--- src/rtl/bus_arb_pkg.sv ---
// Shared definitions for the round-robin bus arbiter:
// FSM state encoding and release-cause codes.
package bus_arb_pkg;

  typedef enum logic {
    IDLE = 1'b0,
    BUSY = 1'b1
  } state_e;

  typedef enum logic [1:0] {
    REL_NONE    = 2'd0,
    REL_LAST    = 2'd1,
    REL_MAX     = 2'd2,
    REL_ABANDON = 2'd3
  } rel_e;

endpackage

--- src/rtl/rr_pick.sv ---
// Rotate-priority encoder: first set req bit at or after ptr,
// wrapping modulo NREQ. Ports: req, ptr in; found, idx out.
module rr_pick #(
  parameter int NREQ = 4
) (
  input  logic [NREQ-1:0]         req,
  input  logic [$clog2(NREQ)-1:0] ptr,
  output logic                    found,
  output logic [$clog2(NREQ)-1:0] idx
);

  localparam int OW = $clog2(NREQ);
  localparam logic [OW:0] N_W = (OW+1)'(NREQ);

  logic [NREQ-1:0] rot;
  logic [OW:0]     sum;

  // rot[k] is req[(ptr + k) mod NREQ]
  assign rot = NREQ'({req, req} >> ptr);

  // Descending scan: the lowest hit is written last and wins.
  always_comb begin
    found = 1'b0;
    idx   = '0;
    sum   = '0;
    for (int k = NREQ - 1; k >= 0; k--) begin
      if (rot[k[OW-1:0]]) begin
        sum = {1'b0, ptr} + {1'b0, k[OW-1:0]};
        if (sum >= N_W)
          sum = sum - N_W;
        found = 1'b1;
        idx   = sum[OW-1:0];
      end
    end
  end

endmodule

--- src/rtl/bus_arbiter.sv ---
// Round-robin arbiter sharing one bus among NREQ requesters.
// Ports: clk, rst, req/last/data in; gnt, owner, bus_* , preempt.
module bus_arbiter
  import bus_arb_pkg::*;
#(
  parameter int NREQ      = 4,
  parameter int WIDTH     = 8,
  parameter int MAX_BEATS = 16
) (
  input  logic                    clk,
  input  logic                    rst,
  input  logic [NREQ-1:0]         req,
  input  logic [NREQ-1:0]         last,
  input  logic [NREQ*WIDTH-1:0]   data,
  output logic [NREQ-1:0]         gnt,
  output logic [$clog2(NREQ)-1:0] owner,
  output logic [WIDTH-1:0]        bus_data,
  output logic                    bus_valid,
  output logic                    bus_last,
  input  logic                    bus_ready,
  output logic                    preempt
);

  localparam int OW = $clog2(NREQ);
  localparam int CW = $clog2(MAX_BEATS);
  localparam logic [OW-1:0] TOP = OW'(NREQ - 1);
  localparam logic [CW-1:0] CNT_END = CW'(MAX_BEATS - 1);

  state_e          state_q, state_d;
  logic [OW-1:0]   owner_q, owner_d;
  logic [OW-1:0]   rr_q, rr_d;
  logic [CW-1:0]   cnt_q, cnt_d;
  logic [NREQ-1:0] gnt_q, gnt_d;
  logic            pre_q;
  rel_e            rel;

  logic            found;
  logic [OW-1:0]   pick;
  logic [WIDTH-1:0] beat [NREQ];
  logic            busy;
  logic            accept;

  for (genvar i = 0; i < NREQ; i++) begin : g_split
    assign beat[i] = data[i*WIDTH +: WIDTH];
  end

  rr_pick #(
    .NREQ (NREQ)
  ) u_pick (
    .req   (req),
    .ptr   (rr_q),
    .found (found),
    .idx   (pick)
  );

  assign busy      = (state_q == BUSY);
  assign bus_valid = busy & req[owner_q];
  assign bus_last  = busy & last[owner_q];
  assign bus_data  = busy ? beat[owner_q] : '0;
  assign accept    = bus_valid & bus_ready;

  assign gnt     = gnt_q;
  assign owner   = owner_q;
  assign preempt = pre_q;

  always_comb begin
    state_d = state_q;
    owner_d = owner_q;
    rr_d    = rr_q;
    cnt_d   = cnt_q;
    gnt_d   = gnt_q;
    rel     = REL_NONE;
    unique case (state_q)
      IDLE: begin
        if (found) begin
          state_d = BUSY;
          owner_d = pick;
          gnt_d   = NREQ'(1) << pick;
          cnt_d   = '0;
        end
      end
      BUSY: begin
        // last beats the beat limit on the same beat
        if (!req[owner_q])
          rel = REL_ABANDON;
        else if (accept) begin
          if (last[owner_q])
            rel = REL_LAST;
          else if (cnt_q == CNT_END)
            rel = REL_MAX;
          else
            cnt_d = cnt_q + CW'(1);
        end
        if (rel != REL_NONE) begin
          state_d = IDLE;
          owner_d = '0;
          gnt_d   = '0;
          cnt_d   = '0;
          rr_d    = (owner_q == TOP) ? '0
                  : owner_q + OW'(1);
        end
      end
      default: state_d = IDLE;
    endcase
  end

  always_ff @(posedge clk) begin
    if (rst) begin
      state_q <= IDLE;
      owner_q <= '0;
      rr_q    <= '0;
      cnt_q   <= '0;
      gnt_q   <= '0;
      pre_q   <= 1'b0;
    end else begin
      state_q <= state_d;
      owner_q <= owner_d;
      rr_q    <= rr_d;
      cnt_q   <= cnt_d;
      gnt_q   <= gnt_d;
      pre_q   <= (rel == REL_MAX);
    end
  end

endmodule

--- config.mk ---
export PLATFORM = sky130hd
export DESIGN_NAME = bus_arbiter
export DESIGN_NICKNAME = d
export VERILOG_FILES = /design/src/rtl/bus_arb_pkg.sv /design/src/rtl/rr_pick.sv /design/src/rtl/bus_arbiter.sv
export SDC_FILE = /design/constraint.sdc
export NUM_CORES = 1
export LEC_CHECK = 0
export ABC_AREA = 1
export CAP_MARGIN = 20
export CELL_PAD_IN_SITES_DETAIL_PLACEMENT = 1
export CELL_PAD_IN_SITES_GLOBAL_PLACEMENT = 1
export CORE_UTILIZATION = 29
export DETAILED_ROUTE_END_ITERATION = 8
export PLACE_DENSITY = 0.89
export SLEW_MARGIN = 20
export SYNTH_ARGS = -nofsm -noshare
export SYNTH_HDL_FRONTEND = slang
export SYNTH_HIERARCHICAL = 1
export SYNTH_SLANG_ARGS = --single-unit
--- constraint.sdc ---
create_clock -name clk -period 4.4 [get_ports clk]
set_input_delay 0.44 -clock clk [delete_from_list [all_inputs] [get_ports clk]]
set_output_delay 0.44 -clock clk [all_outputs]
set_load 0.1 [all_outputs]
Word level (Yosys, flattened, before mapping)
Cells that the tools add are included.
{"block": "totals", "register_bits": 14, "latch_bits": 0, "ramBits": 0, "romBits": 0, "output_inout_bits": 17, "wordCells": 84, "mem_count": 0}
{"block": "op_classes", "addsub": 9, "mul": 0, "n_div": 0, "order_cmp": 6, "eq_ne": 9, "shift": 2, "n_mux": 43, "n_bitwise": 5, "n_reduce_logical": 4}
{"operator": "$mux W2", "n": 17}
{"operator": "$mux W4", "n": 8}
{"operator": "$mux W8", "n": 3}
{"operator": "$bmux W8 S2", "n": 1}
{"operator": "$pmux W4 S2", "n": 2}
{"operator": "$ge A3 B3 Y1 const B", "n": 4}
{"operator": "$mux W1", "n": 8}
{"operator": "$shr A8 B2 Y4", "n": 1}
{"operator": "$sub A2 B1 Y2 const B", "n": 4}
{"operator": "$add A2 B2 Y3 const B", "n": 2}
{"operator": "$ne A3 B1 Y1 const B", "n": 2}
{"operator": "$ne A3 B2 Y1 const B", "n": 2}
{"operator": "$reduce_and A5 Y1", "n": 1}
{"operator": "$add A4 B1 Y4 const B", "n": 1}
{"operator": "$bmux W1 S2", "n": 2}
{"operator": "$eq A2 B2 Y1 const B", "n": 2}
{"operator": "$eq A4 B4 Y1 const B", "n": 1}
{"operator": "$pmux W2 S2", "n": 1}
{"operator": "$reduce_and A2 Y1", "n": 2}
{"operator": "$shl A1 B2 Y4 const A", "n": 1}
{"operator": "$add A2 B1 Y3 const B", "n": 1}
{"operator": "$and A1 B1 Y1", "n": 3}
{"operator": "$ge A2 B3 Y1 const B", "n": 1}
{"operator": "$lt A2 B3 Y1 const B", "n": 1}
{"operator": "7 further kinds", "n": 7}

Longest topological paths before layout
Gate-level depths: netlist of run 1.
{"block": "logic_depth", "word_depth": 10, "mapped_depth": 14, "depth_no_buf": 13}

By module
Netlist of run 1, hierarchy kept.
{"module": "bus_arbiter", "n_inst": 1, "cells_each": 173, "area_per_inst_um2": 1052.3, "seq_area_each_um2": 280.3}
{"module": "rr_pick", "n_inst": 1, "cells_each": 46, "area_per_inst_um2": 242.7, "seq_area_each_um2": 0.0}

Worst setup path after synthesis of run 1
No wires, ideal clock.
{"block": "synth_path", "path_kind": "reg-to-reg", "start": "register owner_q[1] (netlist: owner[1])", "end": "register gnt_q[0] (netlist: gnt[0])", "t_arrival_ns": 3.463, "path_slack_ns": 0.805, "path_stages_with_launch": 10, "n_path_buf": 0, "synth_period_minus_slack_ns": 3.595, "cell_sequence": "dfxtp_1 -> inv_2 -> nand3_1 -> nand2_1 -> nor2_1 -> nand3_1 -> nand3_4 -> nand2_8 -> nand3_1 -> a21oi_1"}
{"block": "synth_via", "elab_chain_len": 10, "word_cells_on_any_way": 13}
{"element": "from (decl)", "line": "bus_arbiter.sv:30", "rtl": "logic [OW-1:0] owner_q, owner_d;"}
{"element": "from (signal assigned)", "line": "bus_arbiter.sv:117", "rtl": "owner_q <= owner_d;"}
{"element": "$bmux W1 S2", "line": "bus_arbiter.sv:57", "rtl": "assign bus_valid = busy & req[owner_q];"}
{"element": "$mux W1 (not written as such)", "line": "bus_arbiter.sv:57"}
{"element": "$and A1 B1 Y1", "line": "bus_arbiter.sv:57"}
{"element": "named net bus_valid", "line": "bus_arbiter.sv:18", "rtl": "output logic bus_valid,"}
{"element": "$and A1 B1 Y1", "line": "bus_arbiter.sv:60", "rtl": "assign accept = bus_valid & bus_ready;"}
{"element": "$mux W2", "line": "bus_arbiter.sv:86", "rtl": "else if (accept) begin"}
{"element": "$mux W2", "line": "bus_arbiter.sv:84", "rtl": "if (!req[owner_q])"}
{"element": "$mux W2", "line": "bus_arbiter.sv:73", "rtl": "unique case (state_q)"}
{"element": "$reduce_bool A2 Y1", "line": "bus_arbiter.sv:94", "rtl": "if (rel != REL_NONE) begin"}
{"element": "$ne A2 B1 Y1 (no source line)"}
{"element": "$reduce_and A2 Y1 (no source line)"}
{"element": "to (signal assigned)", "line": "bus_arbiter.sv:120", "rtl": "gnt_q <= gnt_d;"}
{"element": "to (decl)", "line": "bus_arbiter.sv:33", "rtl": "logic [NREQ-1:0] gnt_q, gnt_d;"}
The timed path passes the listed nets, and every way through them passes these cells. The select of a mux whose other input is x is not followed.
A chain may end at the register's enable or synchronous reset.

Final worst setup path of run 1
{"block": "layout_path", "start": "register owner_q[0] (netlist: owner[0])", "end": "output bus_valid"}
{"block": "layout_via", "elab_chain_len": 3}
{"element": "$bmux W1 S2", "line": "bus_arbiter.sv:57"}
{"element": "$mux W1 (not written as such)", "line": "bus_arbiter.sv:57"}
{"element": "$and A1 B1 Y1", "line": "bus_arbiter.sv:57"}
{"element": "to (decl)", "line": "bus_arbiter.sv:18"}
Every way passes these cells. The select of a mux whose other input is x is not followed.

==> metrics.yaml, run 1 <==
run_status:
  outcome: "finished, final reports clean"
logic_synthesis:
  yosys_warnings: 6
  synth_area_per_cell_um2: 5.913
  synth_seq_cells: 14
  synth.net_count: 264
  synth_edf_count: 0
  synthArstFlopShare_pct: 0
  ys_seq_area_share_pct: 21.64
  synthFlopType: "dfxtp_1"
  netlist_area_mm2: 0.001295
  synth_cell_type_count: 28
  synthesis.instances: 219
sta:
  rsz0062_at_grt: "false"
  max-slew-margin-rel_pct: 33.82
  finalClockSkew_ns: 0.001558
  maxSlewViolCount: 0
  worst_slew_pin_slew_ns: 0.9897
  hold_viol_final: 0
  max_freq_ghz: 0.3024
  tns_ns: 0
  setup_viol: 0
  finalCritPeriodShare_pct: 75.16
  period_minus_slack_ns: 3.307
setup_path:
  cp_data_required_time_ns: 3.96
  path_class: "flop to primary output"
  max_stage_delay_ns: 1.00
  r2r-end: "cnt_q[2]$_SDFFE_PP0P_"
  cpLargestDelayFamily: "buffers and inverters"
  cp-start-kind: "flop"
  r2r_cells: 10
  path_buf_inv: 2
  cp_common_cell: "nand2_1"
  rrSetupSlack_ns: 2.07
  path_max_fanout: 26
  startpoint: "owner[0]$_SDFFE_PP0P_"
  end_kind: "primary output"
  reg2reg_from: "owner[0]$_SDFFE_PP0P_"
  cpMaxStageDelayCell: "clkdlybuf4s50_1"
  worstPathArrival_ns: 2.87
  crit_chain: "inv_2 > nand2_1 > nand3_1 > nand2_1 > nor2_1 > clkdlybuf4s50_1"
global_route:
  grt_use_met2_pct: 37.25
  grt_max_degree: 27
  gr-usage-met1_pct: 20.20
  grt_pass1_wl_um: 6803
  globalRouteMet3Util_pct: 4.605
  grt_pass1_vias: 1625
  grt.busiest_layer: "met2"
  grtUsageTotal_pct: 18.96
  overflow: 0
  grt_antenna_before_repair: 0
cts:
  cts_hold_buf: 0
  clock_path_buffers: 2
  cts_sinks: 14
  cts_made_buffers: 3
  cts_tree: "done"
  root_buffer: "clkbuf_8"
  post_cts_buffers: 0
  cts_resized: 0
  clkLatencyLatePin_ns: 0.24
  h-tree-depth: 1
  path_clk_slew_ns: 0.06
drt:
  drtIter0Drc: 33
  routed_via_density: 4.954
  drc: 0
  drt-total-wl_um: 4319
  avgRoutedWirePerCell_um: 13.33
  drt_pass1_iterations: 4
  postRouteAntennaNets: 0
  dr_total_vias: 1605
die:
  coreArea_mm2: 0.004144
  start_util_pct: 31.25
  io_pins: 60
  die_area_mm2: 0.004737
  die_w_um: 68.83
  fp.dieH_um: 68.83
  rows: 23
power_and_ir_drop:
  power.density_mw_per_mm2: 480.4
  p_total_mw: 0.9371
  p_leak_nw: 0.8308
  ir_drop_mv: 0.3084
placement:
  portBuffers: 59
  gp_congestion: 0.8676
  postPlaceCellArea_mm2: 0.001896
  dp_hpwl_um: 3333
job:
  maxCapViolCount: 0
cells_and_area:
  n_antenna_cell: 0
  stdcell_area_mm2: 0.001951
  syn2layout_area_growth_pct: 50.63
  drive_gt1_share_pct: 8.759
  n_fill_cell: 557
  nets: 320
  mostFrequentLayoutCell: "clkdlybuf4s50_1"
  final_cell_mix: "clkdlybuf4s50_1 (59), nor2_1 (48), nand2_1 (37)"
min_path:
  hold_end: "gnt[0]$_SDFFE_PP0P_"
  hp-start: "gnt[0]$_SDFFE_PP0P_"
  hold_depth: 2
  hold_path.class: "flop to flop"
-- worst reg2reg max path: cells and delay by family, from the launching register on --
family,cells,cell delay (ns)
simple gates,9,1.09
flops,1,0.86
buf+inv,1,0.31
-- state kept, by name (all words and copies together), names as in the netlist --
| signal | flops |
|---|---|
| busy | 1 |
| owner | 2 |
| preempt | 1 |
| rr_q | 2 |
| cnt_q | 4 |
| gnt | 4 |
-- final cells by class --
class | count | area, um^2 | area share (%)
clock buffers | 4 | 55.05 | 2.822
inverters | 24 | 95.09 | 4.875
flip-flops and latches | 14 | 280.3 | 14.37
repair buffers | 59 | 590.6 | 30.28
multi-input cells | 173 | 867.1 | 44.45
well taps | 50 | 62.56 | 3.207
-- Yosys cell counts (2+ instances only) --
master / instances / share of area [%]
nor2_1: 48 / 14
inv_2: 3 / 0.87
dfxtp_1: 14 / 22
nand2_2: 7 / 3.4
o21ai_0: 18 / 7.0
o21a_1: 2 / 1.2
ha_1: 2 / 1.9
a21oi_1: 19 / 7.3
nand2_1: 37 / 11
buf_6: 2 / 1.7
inv_1: 20 / 5.8
nand3_1: 26 / 10
buf_2: 3 / 1.2
nand2_4: 3 / 2.6
nor3_2: 2 / 1.5
-- worst max path at each step --
stage,to,cells past startpoint
final,bus_valid,6
after global routing,bus_valid,6
after CTS,bus_valid,6
after detailed placement,bus_valid,6
after global placement,bus_valid,6
after floorplan,gnt[0]$_SDFFE_PP0P_,9
-- cells by family after synthesis --
family                     share of synthesized area (%)
adders and majority gates                          1.932
buffers and inverters                              11.40
AOI/OAI and AO/OA                                  17.00
and+or+nand+nor                                    47.34
DFF                                                21.64
xor gates and xnor gates                          0.6765
-- stage by stage --
step	util [%]	hold slack, ns	setup WS, ns	instances
after CTS	47.07	0.4935	1.083	324
final	47.07	0.4873	1.093	324
after floorplan	-	0.4523	0.8053	219
after global placement	45.74	0.4730	1.336	320
after global routing	47.07	0.5044	0.8761	324
after detailed placement	45.74	0.4797	1.275	320
-- report_power, final --
part | total [mW] | switching (mW) | internal [mW]
sequential | 0.200 | 0.0483 | 0.152
combinational | 0.611 | 0.429 | 0.182
clock | 0.126 | 0.0464 | 0.0793
-- routing by layer --
layer  vias up  wire [um]
met3         4        485
met5         -          0
met4         0         29
met1       727       1873
li1        819          -
met2        55       1931
Power figures use the tool's default switching activity.
==> inputs of run 2 (changes only) <==
--- a/config.mk
+++ b/config.mk
@@ -9,9 +9,9 @@
 export CAP_MARGIN = 20
 export CELL_PAD_IN_SITES_DETAIL_PLACEMENT = 1
 export CELL_PAD_IN_SITES_GLOBAL_PLACEMENT = 1
-export CORE_UTILIZATION = 29
+export CORE_UTILIZATION = 27
 export DETAILED_ROUTE_END_ITERATION = 8
-export PLACE_DENSITY = 0.89
+export PLACE_DENSITY = 0.84
 export SLEW_MARGIN = 20
 export SYNTH_ARGS = -nofsm -noshare
 export SYNTH_HDL_FRONTEND = slang
==> constraint.sdc (replaced) <==
create_clock -name clk -period 3.5 [get_ports clk]
set_input_delay 0.35 -clock clk [delete_from_list [all_inputs] [get_ports clk]]
set_output_delay 0.35 -clock clk [all_outputs]
set_load 0.1 [all_outputs]
==> run 2 against run 1 <==
The flow now finishes with violations (design-rule violations). Sequential share of layout area grew 0.056 points. Cell area shrank 0.39%. Critical path depth shrank 4. Critical path type unchanged. Utilization shrank 3.6 points. Clock power grew 26%. Via count shrank 1.9%. Critical endpoint is now owner[1]. Combinational power grew 28%. Sequential power grew 17%. Total power grew 26%. Final cell count grew 1.2%. Highest routed layer unchanged.
==> metrics.yaml, run 2 (synthesis gave the netlist of run 1 again) <==
run_status:
  outcome: "complete, but fails checks"
  violations: "design-rule violations"
sta:
  period_minus_slack_ns: 2.284
  max-slew-margin-rel_pct: 33.64  # -0.17 points
  hold_viol_final: 0  # unchanged
  maxSlewViolCount: 0  # unchanged
  tns_ns: 0  # unchanged
  timing.hold.ws_ns: 0.4802  # -0.007113 ns
  worst_slew_pin_slew_ns: 0.9922  # +0.002576 ns
  finalClockSkew_ns: 0.002772  # +0.001214 ns
  setup_viol: 0  # unchanged
  max_freq_ghz: 0.4379
  finalCritPeriodShare_pct: 65.25
  rsz0062_at_grt: "false"
die:
  io_pins: 60  # unchanged
  coreArea_mm2: 0.004474  # +8.0%
  die_w_um: 71.26  # +3.5%
  start_util_pct: 28.94  # -2.3 points
  rows: 24  # +4.3%
  fp.dieH_um: 71.26  # +3.5%
  die_area_mm2: 0.005077  # +7.2%
drt:
  dr_wl_met3_um: 186  # -62%
  wl_met2_um: 1931  # unchanged
  drt-total-wl_um: 4294  # -0.58%
  drtIter0Drc: 75  # +130%
  avgRoutedWirePerCell_um: 13.09  # -1.8%
  wl_met1_um: 2139  # +14%
  drc: 6  # +6
  drt_pass1_iterations: 6  # +2
  routed_via_density: 4.799  # -3.1%
  postRouteAntennaNets: 0  # unchanged
  dr_total_vias: 1574  # -1.9%
  top_layer: "met4"
global_route:
  grt_antenna_before_repair: 0  # unchanged
  grt_pass1_wl_um: 7134  # +4.9%
  overflow: 0  # unchanged
  grt_max_degree: 20  # -26%
  grt_pass1_vias: 1494  # -8.1%
  grtUsageTotal_pct: 17.25  # -1.7 points
cts:
  cts_resized: 0  # unchanged
  cts_tree: "done"
  path_clk_slew_ns: 0.06  # about the same
  cts_hold_buf: 0  # unchanged
  cts_sinks: 14  # unchanged
  root_buffer: "clkbuf_8"
  clkLatencyLatePin_ns: 0.25  # about the same
  h-tree-depth: 1  # unchanged
  clock_path_buffers: 2  # unchanged
  post_cts_buffers: 0  # unchanged
  cts_made_buffers: 3  # unchanged
placement:
  portBuffers: 59  # unchanged
  dp_hpwl_um: 3325  # -0.23%
  gp_congestion: 0.8665  # -0.13%
power_and_ir_drop:
  ir_drop_mv: 0.3328  # +7.9%
  power.density_mw_per_mm2: 606.3  # +26%
  p_leak_nw: 0.8594  # +3.4%
  p_total_mw: 1.178  # +26%
setup_path:
  crit_path_end: "owner[1]"
  startpoint: "owner[1]$_SDFFE_PP0P_"
  rrSetupSlack_ns: 1.43  # -0.64 ns
  r2r_cells: 13  # +3
  cp_data_required_time_ns: 3.15  # -0.81 ns
  end_kind: "primary output"
  r2r-end: "cnt_q[3]$_SDFFE_PP0P_"
  worstPathArrival_ns: 1.93  # -0.94 ns
  path_max_fanout: 14  # -46%
  cp-start-kind: "flop"
  reg2reg_from: "rr_q[0]$_SDFFE_PP0P_"
  path_class: "flop to primary output"
cells_and_area:
  final_cell_mix: "clkdlybuf4s50_1 (48), nor2_1 (47), nand2_1 (37)"
  seq_area_um2: 280.3  # unchanged
  n_fill_cell: 600  # +7.7%
  drive_gt1_share_pct: 13.77  # +5.0 points
  multi_input_area_um2: 869.6  # +0.29%
  n_antenna_cell: 0  # unchanged
  mostFrequentLayoutCell: "clkdlybuf4s50_1"
  syn2layout_area_growth_pct: 50.05
  final_util_pct: 43.43  # -3.6 points
  nets: 322  # +0.63%
min_path:
  hp-start: "gnt[1]$_SDFFE_PP0P_"
  hold_path.class: "flop to flop"
job:
  maxCapViolCount: 0  # unchanged
[run 2: changes by cell type in the layout (fill, tap and decap cells not counted)]
cell             previous run  this run
buf_4                       0        13
nor2_1                     48        47
clkdlybuf4s50_1            59        48
nor2_2                      0         1
[run 2: where the power goes]
part / leakage (nW) / internal [mW] / switching [mW] / total [mW]
clock network: 0.0288 / 0.0997 / 0.0596 / 0.159
registers: 0.115 / 0.191 / 0.0439 / 0.235
logic: 0.716 / 0.224 / 0.560 / 0.784
[run 2: how the worst min path moves through the flow]
stage                                 to  slack, ns  cells past startpoint
CTS                  gnt[1]$_SDFFE_PP0P_       0.49                      2
detailed placement   gnt[1]$_SDFFE_PP0P_       0.48                      2
global placement     gnt[3]$_SDFFE_PP0P_       0.47                      2
floorplan           rr_q[0]$_SDFFE_PP0P_       0.45                      2
global route         gnt[1]$_SDFFE_PP0P_       0.50                      2
finish               gnt[1]$_SDFFE_PP0P_       0.48                      2
[run 2: stage by stage]
step	instances	setup slack (ns)	cell area, um^2
floorplan	219	0.01135	1297
global placement	324	1.205	1888
detailed placement	324	1.136	1888
CTS	328	1.204	1943
global route	328	1.086	1943
finish	328	1.216	1943
[run 2: metal layers]
metal	GRT usage, %	vias to the layer above
li1	-	821
met1	24.57	719
met2	28.04	29
met3	1.547	5
met4	4.444	0
met5	0	-
[run 2: cell type report]
cell class	count	area share [%]
Timing Repair Buffer	61	29.75
Tap cell	52	3.348
Inverter	24	4.894
Multi-Input combinational cell	173	44.75
Clock buffer	4	2.833
Sequential cell	14	14.42
[run 2: critical path: stages, from the launching register on]
cell	delay, ns
dfxtp_1	0.31
buf_4	0.21
clkdlybuf4s50_1	1.16
==> RTL change (settings of run 1) <==
Make the reset (`rst`) asynchronous in one clocked block.
--- a/src/rtl/bus_arbiter.sv
+++ b/src/rtl/bus_arbiter.sv
@@ -105,5 +105,5 @@
   end
 
-  always_ff @(posedge clk) begin
+  always_ff @(posedge clk or posedge rst) begin
     if (rst) begin
       state_q <= IDLE;
Function: differs if rst is asserted again (counterexample within 4 cycles, from zero or initial values and one cycle with rst high); with rst held inactive, the same outputs for 10 cycles.
==> RTL change against run 1 <==
- sequential cell count unchanged
- the flow now finishes with violations (design-rule violations)
- critical path type unchanged
- clock skew about the same
- count of clock-buffer cells in the layout unchanged
- synthesized area increased by 10%
- wire length increased by 3.1%
- worst setup slack got worse by 0.054 ns
- final area increased by 7.3%
- first-iteration DRC count increased by 110%
- worst hold slack got worse by 0.016 ns
Power is not compared: it rests on default switching activity, and its combinational part moved more than twofold at a synthesized area within 25%.
==> RTL change: results (changes against run 1) <==
- Run status: finished, violations left
* Violated checks: design-rule violations
* Area of the multi-input gates: 911 um2 (+5.1%)
- CP Launch Point: owner[0]
* Share of flip-flops with an asynchronous set or reset after synthesis: 1.00 (+1.00)
* Drt first-iter violations: 68 (+110%)
- The number of tap cells inserted is 67 (+34%).
* Residual DRC: 2 (+2)
* Fillers: 631 (+13%)
* ClkCell Share: 0.0263 (-0.00192)
- Critical Path Max Stage Delay: 1.18 ns (+0.18 ns)
- The setup slack of the worst register-to-register path was 2.18 ns (+0.11 ns).
- Overall routing resource usage: 0.179 (-0.0108)
- The number of nets in the synthesized netlist was 271 (+2.7%).
* Endpoint, Worst Hold: gnt[0]
* Capture point of the worst path: bus_data[7]
- Via-per-instance ratio: 4.66 (-6.0%)
* Number of iterations in the first detailed-routing pass: 6 (+2)
* Highest net fanout along the worst path: 25 (-3.8%)
- Non-Clock Inverter Count: 26 (+8.3%)
- Pin count of the biggest net entering global routing: 26 (-3.7%)
- Final worst clock skew: 0.00122 ns (-0.000340 ns)
- The number of multi-input combinational cells in the layout is 178 (+2.9%).
* Hold WS: 0.471 ns (-0.0159 ns)
- Worst flop-to-flop path endpoint: owner[0]
- The sum of net half-perimeters after detailed placement came to 3.62 mm (+8.5%).
- The post-synthesis cell type count was 27 (-3.6%).
- Fraction of standard cell area in multi-input logic: 0.435 (-0.00937)
- The net count reported at finish was 327 (+2.2%).
RTL change: layer usage:
metal	global-route usage	wire length [um]
met1	0.206	1930
met5	0	0
met2	0.341	2360
met4	0.0436	63
met3	0.0292	101
RTL change: per-stage QoR:
| step | std cells | setup WS, ns |
|---|---|---|
| 4_1_cts | 348 | 1.01 |
| 3_3_place_gp | 344 | 1.34 |
| 3_5_place_dp | 344 | 1.28 |
| 2_1_floorplan | 226 | 0.883 |
| 6_report | 348 | 1.04 |
| 5_1_grt | 348 | 0.872 |
RTL change: cells by family (layout without fill, tap and decap cells):
kind of cell	count (synthesis)	after routing	synth area share
and+or+nand+nor	145	145	0.499
DFF	14	14	0.245
xor gates and xnor gates	3	3	0.0184
AOI/OAI and AO/OA	28	28	0.102
buffers and inverters	34	89	0.117
adders and majority gates	2	2	0.0175
RTL change: power by group:
group / internal (uW) / total, uW / switching (uW)
Combinational: 335 / 1230 / 897
Clock: 79.3 / 127 / 47.4
Sequential: 165 / 260 / 94.9
Total: 579 / 1620 / 1040
